[config.mk]
export PLATFORM = sky130hd
export DESIGN_NAME = pkt_drain_arbiter
export DESIGN_NICKNAME = d
export VERILOG_FILES = /design/src/rtl/pkt_drain_arbiter.sv
export SDC_FILE = /design/constraint.sdc
export NUM_CORES = 1
export LEC_CHECK = 0
export ABC_AREA = 1
export CORE_MARGIN = 3
export CORE_UTILIZATION = 54
export DETAILED_ROUTE_END_ITERATION = 8
export DONT_BUFFER_PORTS = 1
export PLACE_DENSITY = 0.71
export SYNTH_ARGS = -nofsm -noshare
export SYNTH_HDL_FRONTEND = slang
export SYNTH_SLANG_ARGS = --single-unit
[constraint.sdc]
create_clock -name clk -period 2.9 [get_ports clk]
set_input_delay 0.145 -clock clk [delete_from_list [all_inputs] [get_ports clk]]
set_output_delay 0.145 -clock clk [all_outputs]
set_load 0.02 [all_outputs]
[src/rtl/pkt_drain_arbiter.sv]
// Purpose: drains the valid-class and invalid-class packet FIFOs onto one tagged valid/ready stream using weighted round-robin.
// Latency: a pop issued in cycle N is presented on m_valid in N+2; peak throughput is one word every 2 cycles.
// Backpressure: a presented word is held stable until m_ready; no further FIFO pop is issued until that handshake.
//
// Ports:
//   clk, rst            single rising-edge clock, synchronous active-high reset
//   enable              gates new FIFO pops only; a word already fetched still completes
//   cnt_clr             synchronous clear of both forwarded-packet counters (wins over a same-cycle increment)
//   vf_* / if_*         empty flag, pop strobe and read data of the valid / invalid FIFO
//                       (read data is valid the cycle after the pop strobe)
//   m_data, m_tag       output word and its class (1 = valid class, 0 = invalid class)
//   m_valid, m_ready    output handshake
//   valid_cnt           wrapping count of forwarded valid-class words
//   invalid_cnt         wrapping count of forwarded invalid-class words
//   busy                high while a word is being fetched or presented
module pkt_drain_arbiter #(
  parameter int DATA_WIDTH   = 32,
  parameter int VALID_WEIGHT = 4,
  parameter int CNT_WIDTH    = 16
) (
  input  logic                  clk,
  input  logic                  rst,
  input  logic                  enable,
  input  logic                  cnt_clr,

  input  logic                  vf_empty,
  output logic                  vf_rd_en,
  input  logic [DATA_WIDTH-1:0] vf_rd_data,

  input  logic                  if_empty,
  output logic                  if_rd_en,
  input  logic [DATA_WIDTH-1:0] if_rd_data,

  output logic [DATA_WIDTH-1:0] m_data,
  output logic                  m_tag,
  output logic                  m_valid,
  input  logic                  m_ready,

  output logic [CNT_WIDTH-1:0]  valid_cnt,
  output logic [CNT_WIDTH-1:0]  invalid_cnt,
  output logic                  busy
);

  // FSM encoding
  localparam logic [1:0] ST_IDLE  = 2'd0;
  localparam logic [1:0] ST_FETCH = 2'd1;
  localparam logic [1:0] ST_SEND  = 2'd2;

  // Weight limit in the same width as the weight counter (legal weights fit in 4 bits).
  localparam logic [3:0] WMAX = 4'(VALID_WEIGHT);

  logic [1:0] state;
  logic [3:0] wcnt;       // consecutive valid-class grants since the last invalid grant
  logic       sel_valid;  // which FIFO was popped for the word now in FETCH

  logic handshake;
  logic issue_window;
  logic any_pending;
  logic issue;
  logic grant_valid;

  // ------------------------------------------------------------------
  // Issue and arbitration
  // ------------------------------------------------------------------
  always_comb begin
    handshake    = (state == ST_SEND) & m_ready;
    // A new pop may only be issued when nothing is held, or in the very
    // cycle the held word leaves; this is what keeps one word in flight.
    issue_window = (state == ST_IDLE) | handshake;
    any_pending  = ~vf_empty | ~if_empty;
    // rst gates the strobes so no word is popped during a reset cycle,
    // where it would otherwise be lost.
    issue        = ~rst & enable & issue_window & any_pending;

    // Valid class wins unless it has used up its weight while the invalid
    // FIFO is waiting; a lone non-empty FIFO always wins.
    grant_valid  = ~vf_empty & (if_empty | (wcnt < WMAX));
  end

  // grant_valid=0 with issue=1 implies the invalid FIFO is non-empty, so
  // neither strobe can ever fire against an empty FIFO.
  assign vf_rd_en = issue & grant_valid;
  assign if_rd_en = issue & ~grant_valid;

  assign m_valid  = (state == ST_SEND);
  assign busy     = (state != ST_IDLE);

  // ------------------------------------------------------------------
  // State machine
  // ------------------------------------------------------------------
  always_ff @(posedge clk) begin
    if (rst) begin
      state <= ST_IDLE;
    end else begin
      case (state)
        ST_IDLE:  if (issue) state <= ST_FETCH;
        ST_FETCH: state <= ST_SEND;
        ST_SEND:  if (handshake) state <= issue ? ST_FETCH : ST_IDLE;
        default:  state <= ST_IDLE;
      endcase
    end
  end

  // ------------------------------------------------------------------
  // Weight counter and source select
  // ------------------------------------------------------------------
  always_ff @(posedge clk) begin
    if (rst) begin
      wcnt      <= '0;
      sel_valid <= 1'b0;
    end else if (issue) begin
      sel_valid <= grant_valid;
      if (grant_valid) begin
        if (wcnt != WMAX) wcnt <= wcnt + 4'd1;
      end else begin
        wcnt <= '0;
      end
    end
  end

  // ------------------------------------------------------------------
  // Output word register
  // ------------------------------------------------------------------
  // Loaded only in FETCH, so the word stays frozen for the whole SEND
  // period regardless of what the FIFOs do meanwhile.
  always_ff @(posedge clk) begin
    if (rst) begin
      m_data <= '0;
      m_tag  <= 1'b0;
    end else if (state == ST_FETCH) begin
      m_data <= sel_valid ? vf_rd_data : if_rd_data;
      m_tag  <= sel_valid;
    end
  end

  // ------------------------------------------------------------------
  // Forwarded-packet counters
  // ------------------------------------------------------------------
  always_ff @(posedge clk) begin
    if (rst || cnt_clr) begin
      valid_cnt   <= '0;
      invalid_cnt <= '0;
    end else if (handshake) begin
      if (m_tag) valid_cnt   <= valid_cnt + 1'b1;
      else       invalid_cnt <= invalid_cnt + 1'b1;
    end
  end

endmodule

==> results.toml <==
[pwr]
combPwrFrac_pct = 10.0
p_int_w = 0.001634
netSwitchingFraction_pct = 25.84
vdd_drop_max_v = 0.0003389
power.switching_w = 0.0005694
p_leak_nw = 1.652
power.density_nw_per_um2 = 517.7
pwr-share-clk_pct = 40.6
seqPwrFrac_pct = 49.4

[clock_tree]
cts_root_buffer = "clkbuf_8"
clkTransAtPathRegs_ns = 0.08
clk_path_buf_depth = 2
clkLatencyLatePin_ns = 0.34
cts_buffers = 9
h-tree-depth = 3
cts.sink_count = 72
tritoncts = "done"

[setup_path]
critical_path.top_delay_family = "buffers and inverters"
crit_cells = 5
reg2reg_depth = 5
critPathMaxFanout = 34
crit_chain = "buf_4, clkinvlp_4, a21oi_1, a21oi_1, dlygate4sd3_1"
worstSetupEndpointType = "flop"
path_buf_inv = 3
cp_common_cell = "a21oi_1"
required_ns = 3.12
slowest_stage = "clkinvlp_4"
arrival_ns = 2.68
cpPeakStageDelay_ns = 0.62
crit_type = "flop to flop"
crit_path_start_kind = "flop"

[sta]
relSlewSlack_pct = 29.81
setup_slack_ns = 0.4396
rsz0062_at_grt = "no"
finalCritPeriodShare_pct = 84.84
final-hold-violation-count = 0
worst_slew_pin_slew_ns = 1.052
fin_skew_ns = 0.004611
slew_viol_final = 0
whs_ns = 0.05122
tns_ns = 0
finalSetupViolations = 0
clock.fmax_ghz = 0.4064
fin_crit_ns = 2.460

[floorplan]
ios = 140
rows = 27
die-area_um2 = 7136
core-area_um2 = 5743
die_w_um = 84.48
die_h_um = 84.48
start_util_pct = 57.91

[synth]
synth-seq-cells = 72
ys_seq_area_share_pct = 43.34
synthAdderAreaFrac_pct = 1.505
syn_area_um2 = 3326
synth_compound_area_share_pct = 21.03
synthMuxAreaShare_pct = 0
yosysWarnings = 0
synth.avg_cell_area_um2 = 7.001
synth_top_family_by_area = "simple AND/OR/NAND/NOR gates"
syn_inst = 475
synthSimpleGateAreaFrac_pct = 25.43
syn-num-nets = 550
synth_cell_types = 30
synth-xor-area-share_pct = 1.053

[finish]
multi_input_area_um2 = 1630
seq_area_um2 = 1441
drive_above_1_share_pct = 5.915
num-fill-cells = 463
finalNetCount = 611
n_antenna_cell = 0
postLayoutCoreUtil_pct = 74.12
area_growth_pct = 27.99

[global_routing]
antenna_found_initial = 0
grt_max_degree = 36
grtUsageTotal_pct = 26.91
grt_pass1_wl_mm = 15.74
overflow = 0
first_global_vias = 3312

[min_path]
holdCritPathClass = "input port to flop"
holdPathStages = 3

[routing]
antenna_left = 0
drtIter0Drc = 183
drcViolationCount = 0
firstDrtPassIters = 5
via_count = 3480
viasPerCell = 5.677
drt-total-wl_mm = 9.655
routedWlPerCell_um = 15.75

[place]
dpl.hpwl_mm = 5.848
gp_congestion = 0.8371
port_buffers = 0
pre_cts_slack_ns = 0.8527

[run_status]
status = "completed"

[run]
cap_violations = 0
metrics by stage:
step / power (W) / instances / cell area (um2)
after floorplan: 0.001205 / 475 / 3326
after global routing: 0.002276 / 613 / 4257
after CTS: 0.002195 / 613 / 4253
after global placement: 0.001233 / 530 / 3361
final: 0.002204 / 613 / 4257
after detailed placement: 0.001237 / 530 / 3361
worst reg2reg max path, stage by stage (launching register included):
cell and delay, ns:
dfxtp_1 0.31, buf_4 0.34, clkinvlp_4 0.62, a21oi_1 0.31
a21oi_1 0.14, dlygate4sd3_1 0.62
cell usage after synthesis:
| library cell | count | area (um2) |
|---|---|---|
| ha_1 | 4 | 50.05 |
| nor3_2 | 1 | 10.01 |
| dfxtp_1 | 72 | 1441 |
| nand4_2 | 1 | 12.51 |
| inv_1 | 42 | 157.7 |
| a211oi_1 | 1 | 7.510 |
| nor3b_1 | 2 | 15.01 |
| nor2_2 | 3 | 18.77 |
| xnor2_1 | 2 | 17.52 |
| o21ai_0 | 42 | 210.2 |
| and3_1 | 1 | 6.260 |
| nor3_1 | 9 | 45.04 |
| nand2_1 | 96 | 360.4 |
| nand4_1 | 11 | 68.82 |
| xor2_1 | 2 | 17.52 |
| a21oi_1 | 88 | 440.4 |
| nor3_4 | 1 | 16.27 |
| nor2_1 | 48 | 180.2 |
| a31oi_1 | 1 | 6.260 |
| nand3_1 | 14 | 70.07 |
| clkbuf_1 | 15 | 56.30 |
| nand3_2 | 2 | 20.02 |
| buf_4 | 1 | 7.510 |
| buf_2 | 2 | 10.01 |
| clkinv_1 | 1 | 3.750 |
| o21bai_1 | 2 | 15.01 |
| o21ai_1 | 4 | 20.02 |
| nor2_4 | 2 | 22.52 |
| inv_2 | 2 | 7.510 |
| buf_1 | 3 | 11.26 |
cell families after synthesis:
family	after synthesis
XOR/XNOR	4
adder cells (fa/ha/maj)	4
AND/OR/NAND/NOR	191
flip-flops	72
AO/OA/AOI/OAI	138
buffers and inverters	66
what timing repair did:
| action | 4_1_cts | 5_1_grt |
|---|---|---|
| resized for setup | 0 | 1 |
| hold endpoints to repair | 36 | 0 |
| setup endpoints to repair | 0 | 3 |
| hold buffers | 67 | 0 |
| buffers inserted | 0 | 0 |
registers in the layout (all words and copies together) (netlist names):
name and flops:
invalid_cnt 16, m_data 32, m_tag 1, sel_valid 1, state 2, valid_cnt 16
wcnt 4
per-layer routing:
metal	GRT usage [%]	part of all wire [%]	vias to the layer above
met1	32.66	39	1564
met4	13.67	3.0	0
met3	7.262	9.8	28
met5	0	0	-
met2	43.83	48	188
li1	-	-	1700
cells in the final DEF, fill, tap and decap left out, types with 2 or more instances in the layout:
master	synthesis	layout
inv_2	2	2
a21oi_1	88	88
nand4_1	11	11
o21ai_1	4	4
o21bai_1	2	2
nand3_1	14	14
o21ai_0	42	42
bufinv_16	0	2
xor2_1	2	2
nor2_2	3	3
dfxtp_1	72	72
buf_4	1	4
clkbuf_8	0	10
xnor2_1	2	2
dlygate4sd3_1	0	67
nand3_2	2	2
ha_1	4	4
clkinvlp_4	0	3
nor2_1	48	48
nor3b_1	2	2
nor3_1	9	9
nand2_1	96	96
nor2_4	2	2
inv_1	42	42
cell type report:
cell class	count	area share, %
repair buffers	71	16.46
clock buffers	11	3.322
well taps	72	2.116
flip-flops and latches	72	33.86
inverters	45	4.056
clock inverters	5	1.881
multi-input cells	337	38.30
power by group through the flow:
stage / Sequential, W / Combinational, W / Clock [W]
final: 0.00109 / 0.000220 / 0.000895
after global routing: 0.00109 / 0.000241 / 0.000943
after CTS: 0.00109 / 0.000207 / 0.000901
after detailed placement: 0.00111 / 0.000126 / 0
after global placement: 0.00111 / 0.000123 / 0
after floorplan: 0.00110 / 0.000103 / 0
final timing paths:
check	startpoint	to	slack, ns
setup / recovery	sel_valid	m_data[16]	0.44
hold reg to reg	wcnt[1]	wcnt[1]	0.51
setup reg to reg	sel_valid	m_data[16]	0.44
hold / removal	if_empty	state[0]	0.05
(Power assumes the default switching activity.)
